`src/rtl/adc_acq_window_gen.sv`:
```
// ---------------------------------------------------------------------------
// adc_acq_window_gen
// Generates the ADC acquisition enable inside each acquisition window of the
// NMR echo train. On every ACQ_WND rising edge the block waits ADC_INIT_DELAY
// clocks, then holds ACQ_EN high for exactly SAMPLES_PER_ECHO clocks. Delay
// and length are latched at the trigger edge. A window that drops early
// aborts the pulse.
//
// Ports:
//   CLK              in   system clock, rising edge
//   RESET            in   synchronous, active-high reset
//   ADC_INIT_DELAY   in   [DATABUS_WIDTH] clocks from window edge to ACQ_EN
//   SAMPLES_PER_ECHO in   [DATABUS_WIDTH] ACQ_EN high time in clocks
//   ACQ_WND          in   acquisition window level, rising edge triggers
//   ACQ_EN           out  registered acquisition enable
//
// Build option: define ADC_ACQ_WND_SYNC_EN to pass ACQ_WND through a 2-flop
// synchronizer (flops reset to 1) before edge detection. All trigger and
// abort timing then moves 2 cycles later.
// ---------------------------------------------------------------------------
module adc_acq_window_gen #(
   parameter int unsigned DATABUS_WIDTH = 32
) (
   input  logic                     CLK,
   input  logic                     RESET,
   input  logic [DATABUS_WIDTH-1:0] ADC_INIT_DELAY,
   input  logic [DATABUS_WIDTH-1:0] SAMPLES_PER_ECHO,
   input  logic                     ACQ_WND,
   output logic                     ACQ_EN
);

   localparam int unsigned DW = DATABUS_WIDTH;

   typedef enum logic [1:0] {
      IDLE  = 2'd0,
      DELAY = 2'd1,
      ACQ   = 2'd2,
      DONE  = 2'd3
   } state_e;

   state_e          state_q, state_d;
   logic [DW-1:0]   cnt_q, cnt_d;
   logic [DW-1:0]   dly_q, dly_d;
   logic [DW-1:0]   smp_q, smp_d;
   logic            wnd_q;
   logic            acq_en_q;
   logic            wnd_s;
   logic            trig;

   // Window source: optionally synchronized from a foreign domain
`ifdef ADC_ACQ_WND_SYNC_EN
   logic [1:0] sync_q;

   always_ff @(posedge CLK) begin
      if (RESET) begin
         sync_q <= 2'b11;
      end else begin
         sync_q <= {sync_q[0], ACQ_WND};
      end
   end

   assign wnd_s = sync_q[1];
`else
   assign wnd_s = ACQ_WND;
`endif

   // History resets high so a window already open at reset release is ignored
   assign trig = wnd_s & ~wnd_q;

   // State, counter, latched settings and output registers
   always_ff @(posedge CLK) begin
      if (RESET) begin
         state_q  <= IDLE;
         cnt_q    <= '0;
         dly_q    <= '0;
         smp_q    <= '0;
         wnd_q    <= 1'b1;
         acq_en_q <= 1'b0;
      end else begin
         state_q  <= state_d;
         cnt_q    <= cnt_d;
         dly_q    <= dly_d;
         smp_q    <= smp_d;
         wnd_q    <= wnd_s;
         acq_en_q <= (state_d == ACQ);
      end
   end

   // Next-state logic; a low window in DELAY/ACQ aborts back to IDLE
   always_comb begin
      state_d = state_q;
      cnt_d   = cnt_q;
      dly_d   = dly_q;
      smp_d   = smp_q;

      case (state_q)
         IDLE: begin
            if (trig) begin
               dly_d = ADC_INIT_DELAY;
               smp_d = SAMPLES_PER_ECHO;
               cnt_d = DW'(1);
               if (SAMPLES_PER_ECHO == '0) begin
                  state_d = DONE;
                  cnt_d   = '0;
               end else if (ADC_INIT_DELAY == '0) begin
                  state_d = ACQ;
               end else begin
                  state_d = DELAY;
               end
            end
         end

         DELAY: begin
            if (!wnd_s) begin
               state_d = IDLE;
               cnt_d   = '0;
            end else if (cnt_q == dly_q) begin
               state_d = ACQ;
               cnt_d   = DW'(1);
            end else begin
               cnt_d = cnt_q + DW'(1);
            end
         end

         ACQ: begin
            if (!wnd_s) begin
               state_d = IDLE;
               cnt_d   = '0;
            end else if (cnt_q == smp_q) begin
               state_d = DONE;
               cnt_d   = '0;
            end else begin
               cnt_d = cnt_q + DW'(1);
            end
         end

         DONE: begin
            if (!wnd_s) begin
               state_d = IDLE;
            end
         end

         default: begin
            state_d = IDLE;
            cnt_d   = '0;
         end
      endcase
   end

   assign ACQ_EN = acq_en_q;

endmodule

```
`config.mk`:
```
export PLATFORM = sky130hd
export DESIGN_NAME = adc_acq_window_gen
export DESIGN_NICKNAME = d
export VERILOG_FILES = /design/src/rtl/adc_acq_window_gen.sv
export SDC_FILE = /design/constraint.sdc
export NUM_CORES = 1
export LEC_CHECK = 0
export ABC_AREA = 1
export CORE_MARGIN = 2
export CORE_UTILIZATION = 40
export CTS_CLUSTER_DIAMETER = 200
export CTS_CLUSTER_SIZE = 28
export DETAILED_ROUTE_END_ITERATION = 10
export GPL_ROUTABILITY_DRIVEN = 0
export PLACE_DENSITY_LB_ADDON = 0.12
export SYNTH_ARGS = -nofsm -noshare
export SYNTH_HDL_FRONTEND = slang
export SYNTH_SLANG_ARGS = --single-unit
```
`constraint.sdc`:
```
create_clock -name CLK -period 2.4 [get_ports CLK]
set_input_delay 0.48 -clock CLK [delete_from_list [all_inputs] [get_ports CLK]]
set_output_delay 0.48 -clock CLK [all_outputs]
set_load 0.005 [all_outputs]
```
* Word-level counts from Yosys, hierarchy flattened
Index checks and enable logic that the tools add are counted.
** Cells by class
- Bitwise operators :: 2
- Mux-type cells :: 16
- Add/subtract/negate cells :: 1
- Reductions and logical operators :: 6
- Equal/unequal tests :: 7
** Operators by type and width (count)
- $mux W32 :: 5
- $pmux W32 S3 :: 1
- $eq A32 B32 Y1 :: 2
- $logic_not A32 Y1 :: 2
- $add A32 B1 Y32 const B :: 1
- $mux W2 :: 8
- $pmux W2 S4 :: 1
- $eq A2 B2 Y1 const B :: 3
- $reduce_and A2 Y1 :: 2
- $reduce_bool A3 Y1 :: 1
- $eq A2 B1 Y1 const B :: 1
- $logic_not A2 Y1 :: 1
- $ne A2 B2 Y1 const B :: 1
- $and A1 B1 Y1 :: 1
- $mux W1 :: 1
- $not A1 Y1 :: 1
** Word-level totals
- Register bits :: 100
- Output and inout bits :: 1
- Word-level logic and storage cells :: 38
- Input port bits :: 67

* Logic depth before layout (Yosys ltp)
- Word-level depth :: 6
- Gate-level depth with buffers :: 15
- Mapped depth without buffers :: 14

* Worst setup path before layout
OpenSTA, ideal clock, no wires.
- Path type :: register to register
- Start :: reg state_q[0]
- End :: reg cnt_q[31]
- Data required time :: 2.281 ns
- Slack :: 0.739 ns
- Clock period less this slack :: 1.661 ns
- Cell stages (with the launch flop) :: 8
- Setup time :: 0.119 ns
- Data arrival time :: 1.542 ns
- Path through :: dfxtp_1 > inv_1 > ha_1 > a21o_1 > buf_2 > nor3_2 > nor3b_1 > nor2_1
** On the way
- Longest elaborated chain between the ends :: 3
- Elaborated cells between the ends (all ways) :: 7
- Those cells by class :: eq/ne (3); mux (1); reduce/logical (3)
** Ends and longest elaborated chain
- start: declaration :: RTL line 41 : state_e state_q, state_d;
- start signal: assignment :: RTL line 80 : state_q <= state_d;
- $eq A2 B2 Y1 (tied with other cells) :: RTL line 96 : case (state_q)
- $reduce_bool A3 Y1 (no line) or $ne A2 B2 Y1 (tied branches)
- $reduce_and A2 Y1 (no line)
- end signal: assignment :: RTL line 81 : cnt_q <= cnt_d;
- end: declaration :: RTL line 42 : logic [DW-1:0] cnt_q, cnt_d;
Parallel ways exist; a longest one is shown, timed or not.
A chain may end at the register's enable or synchronous reset.

* Worst setup path after layout
- Start :: in SAMPLES_PER_ECHO[27]
- End :: reg acq_en_q, in the netlist ACQ_EN
** On the way
- Longest elaborated chain between the ends :: 5
** Ends and longest elaborated chain
- start: declaration :: RTL line 27 : input logic [DATABUS_WIDTH-1:0] SAMPLES_PER_ECHO,
- $logic_not A32 Y1 :: RTL line 102 : if (SAMPLES_PER_ECHO == '0) begin
- $mux W2 :: RTL line 102
- $mux W2 :: RTL line 98 : if (trig) begin
- $pmux W2 S4 :: RTL line 96
- $eq A2 B2 Y1 :: RTL line 85 : acq_en_q <= (state_d == ACQ);
- end signal: assignment :: RTL line 85
- end: declaration :: RTL line 46 : logic acq_en_q;
Every way passes these cells.

==> impl_metrics.py <==
metrics = {
    "status": {
        "status": "finished, final reports clean",
    },
    "finish": {
        "antenna_cells": 0,
        "final_nets": 994,
        "layout-drive-gt1-share_pct": 7.468,
        "fillers": 1458,
        "areaGrowthSynthToFinish_pct": 19.01,
        "finish.utilization_pct": 48.19,
        "finalInstanceArea_um2": 6924,
    },
    "run": {
        "cap_viol_max_count": 0,
    },
    "clock_tree": {
        "cts_sinks": 100,
        "postCtsSetupBuffers": 0,
        "cts_tree": "done",
        "clk_latency_ps": 350,
        "cts-hold-fix-buffers": 0,
        "h-tree-depth": 3,
        "path_clk_slew_ps": 70,
        "root_buffer": "clkbuf_16",
        "cts_buffer_depth": 2,
        "cts-resized-gates": 0,
        "cts_buffers": 9,
    },
    "timing": {
        "rsz0062_at_grt": "no",
        "setup_viol": 0,
        "layout_min_cycle_time_ps": 2140,
        "fmax_ghz": 0.4674,
        "slew_violations": 0,
        "fin_crit_sh_pct": 89.15,
        "hold_violations": 0,
        "fin_ws_ps": 260.3,
        "fin_setup_tns_ps": 0,
        "finClkSkew_ps": 6.811,
        "worst_slew_pin_slew_ps": 661.7,
        "slew_headroom_pct": 55.88,
    },
    "global_routing": {
        "grt_use_met1_pct": 33.05,
        "met2_usage_pct": 33.33,
        "grt_max_degree": 58,
        "use_met3_pct": 2.534,
        "grt_pass1_vias": 5197,
        "grt_pass1_wl_mm": 27.46,
        "overflow": 0,
        "grt.busiest_layer": "met2",
        "grtUsageTotal_pct": 22.15,
        "antenna_found_initial": 0,
    },
    "setup_path": {
        "cp.required_ps": 2650,
        "ff2ff_path_depth": 8,
        "crit_path_max_fanout": 3,
        "cp-end-kind": "register",
        "path_class": "in2reg",
        "cp.arrival_ps": 2390,
        "worst_setup_path_start_kind": "primary input",
    },
    "synth": {
        "ys_warn_count": 0,
        "avgSynthCellArea_um2": 6.627,
        "synthArstFlopShare_pct": 0,
        "synth_flop_cell": "dfxtp_1",
        "synthesis.nets": 952,
        "yosysSeqAreaShare_pct": 34.41,
        "synth_top_area_share_pct": 34.41,
        "synth.most_common_cell": "nand2_1",
        "netlist_area_um2": 5818,
        "synth_top_area_cell": "dfxtp_1",
        "synth-edff-count": 0,
        "syn_inst": 878,
        "yosys-top-cells-count": "nand2_1, dfxtp_1, a21oi_1, nor2_1, inv_1",
        "synth_area_leaders": "dfxtp_1, nand2_1, a21oi_1",
        "synth_cell_type_count": 38,
        "ys_seq_elements": 100,
    },
    "placement": {
        "io_buffers": 67,
        "placed_area_um2": 6639,
        "hpwl_mm": 12.56,
        "dp_slack_ps": -150.7,
    },
    "routing": {
        "vias_per_cell": 4.939,
        "first_iter_violations": 468,
        "drc_errors": 0,
        "drt_wl_total_mm": 16.66,
        "wire_per_inst_um": 15.04,
        "drt_first_pass_iters": 5,
        "vias": 5472,
        "ant_nets": 0,
    },
    "die": {
        "fp-row-count": 44,
        "io_pins": 68,
        "initial_core_util_pct": 40.49,
        "chipHeight_um": 124.6,
        "fp.dieArea_um2": 15530,
        "die_x_um": 124.6,
        "core_area_um2": 14370,
    },
    "power_and_ir_drop": {
        "power_uw": 4057,
        "powerDensity_nw_per_um2": 585.9,
        "irDropWorstVdd_v": 0.0003313,
        "p_leak_uw": 0.002700,
    },
    "worst_hold_path": {
        "hold_class": "reg2reg",
        "holdPathStages": 2,
    },
}
stage by stage:
step / std cells / hold slack (ps)
6_report: 1108 / 470.9
5_1_grt: 1108 / 486.4
4_1_cts: 1108 / 470.4
3_5_place_dp: 1093 / 461.0
3_3_place_gp: 1093 / 457.3
2_1_floorplan: 878 / 443.7
cells in the final DEF (no fill, tap or decap), types with 3 or more instances in the layout:
cell type / synthesis / routed
xor2_1: 5 / 5
clkdlybuf4s50_1: 0 / 66
nor2_4: 7 / 7
nand4_1: 23 / 23
ha_1: 7 / 7
a21oi_1: 95 / 95
buf_4: 6 / 11
clkbuf_1: 26 / 3
clkbuf_16: 0 / 9
o21ai_0: 33 / 33
inv_1: 68 / 68
nor3_1: 11 / 11
nand2_2: 2 / 3
dfxtp_1: 100 / 100
nor2_2: 4 / 4
nand2_4: 4 / 4
o21ai_1: 4 / 4
buf_12: 0 / 4
nand3b_1: 4 / 4
nand3_1: 63 / 63
or2_2: 3 / 3
nor2_1: 81 / 81
inv_2: 11 / 11
xnor2_1: 41 / 41
nand2_1: 243 / 242
nand3_2: 4 / 4
state kept, by name, indices dropped and copies added (netlist names):
register,count
cnt_q,32
dly_q,32
smp_q,32
state_q,2
ACQ_EN,1
wnd_q,1
layout make-up:
class	instances	area [um2]	share of cell area (%)
inverter	79	296.5	4.283
clock buffer	13	250.2	3.614
timing repair buffer	82	828.3	11.96
multi-input combinational	648	3282	47.40
clock inverter	2	35.03	0.5060
sequential	100	2002	28.91
tap	184	230.2	3.325
per-layer routing:
layer	part of all wire [%]	vias up
met5	0	-
met4	1.7	0
met1	53	2478
li1	-	2891
met3	3.0	16
met2	43	87
where the power goes:
part / total [uW] / leakage, uW / switching [uW] / internal [uW]
Combinational: 814 / 0.00175 / 502 / 312
Sequential: 1770 / 0.000811 / 47.2 / 1730
Clock: 1470 / 0.000140 / 638 / 832
Total: 4060 / 0.00270 / 1190 / 2870
kinds of logic after synthesis:
group	after synthesis	share of synthesized area (%)
AOI/OAI and AO/OA	136	11.87
xor gates and xnor gates	46	6.925
adders and majority gates	7	1.505
buffers and inverters	130	9.226
DFF	100	34.41
and+or+nand+nor	459	36.06
path summary, 6_finish.rpt:
kind	startpoint	endpoint	slack [ps]
max	SAMPLES_PER_ECHO[27]	ACQ_EN$_SDFF_PP0_	260
min	dly_q[18]$_SDFFE_PP0P_	dly_q[18]$_SDFFE_PP0P_	470
max reg2reg	cnt_q[3]$_SDFFE_PP0P_	cnt_q[31]$_SDFFE_PP0P_	420
min reg2reg	dly_q[18]$_SDFFE_PP0P_	dly_q[18]$_SDFFE_PP0P_	470
worst max-delay path: stages:
cell and delay [ps]:
clkdlybuf4s50_1 420, nor2_1 310, nand4_1 210, nor2_1 190, nand4_1 300, nand3_1 170, a21oi_1 110, a21oi_1 140
nor2_1 60
(Power assumes the default switching activity.)
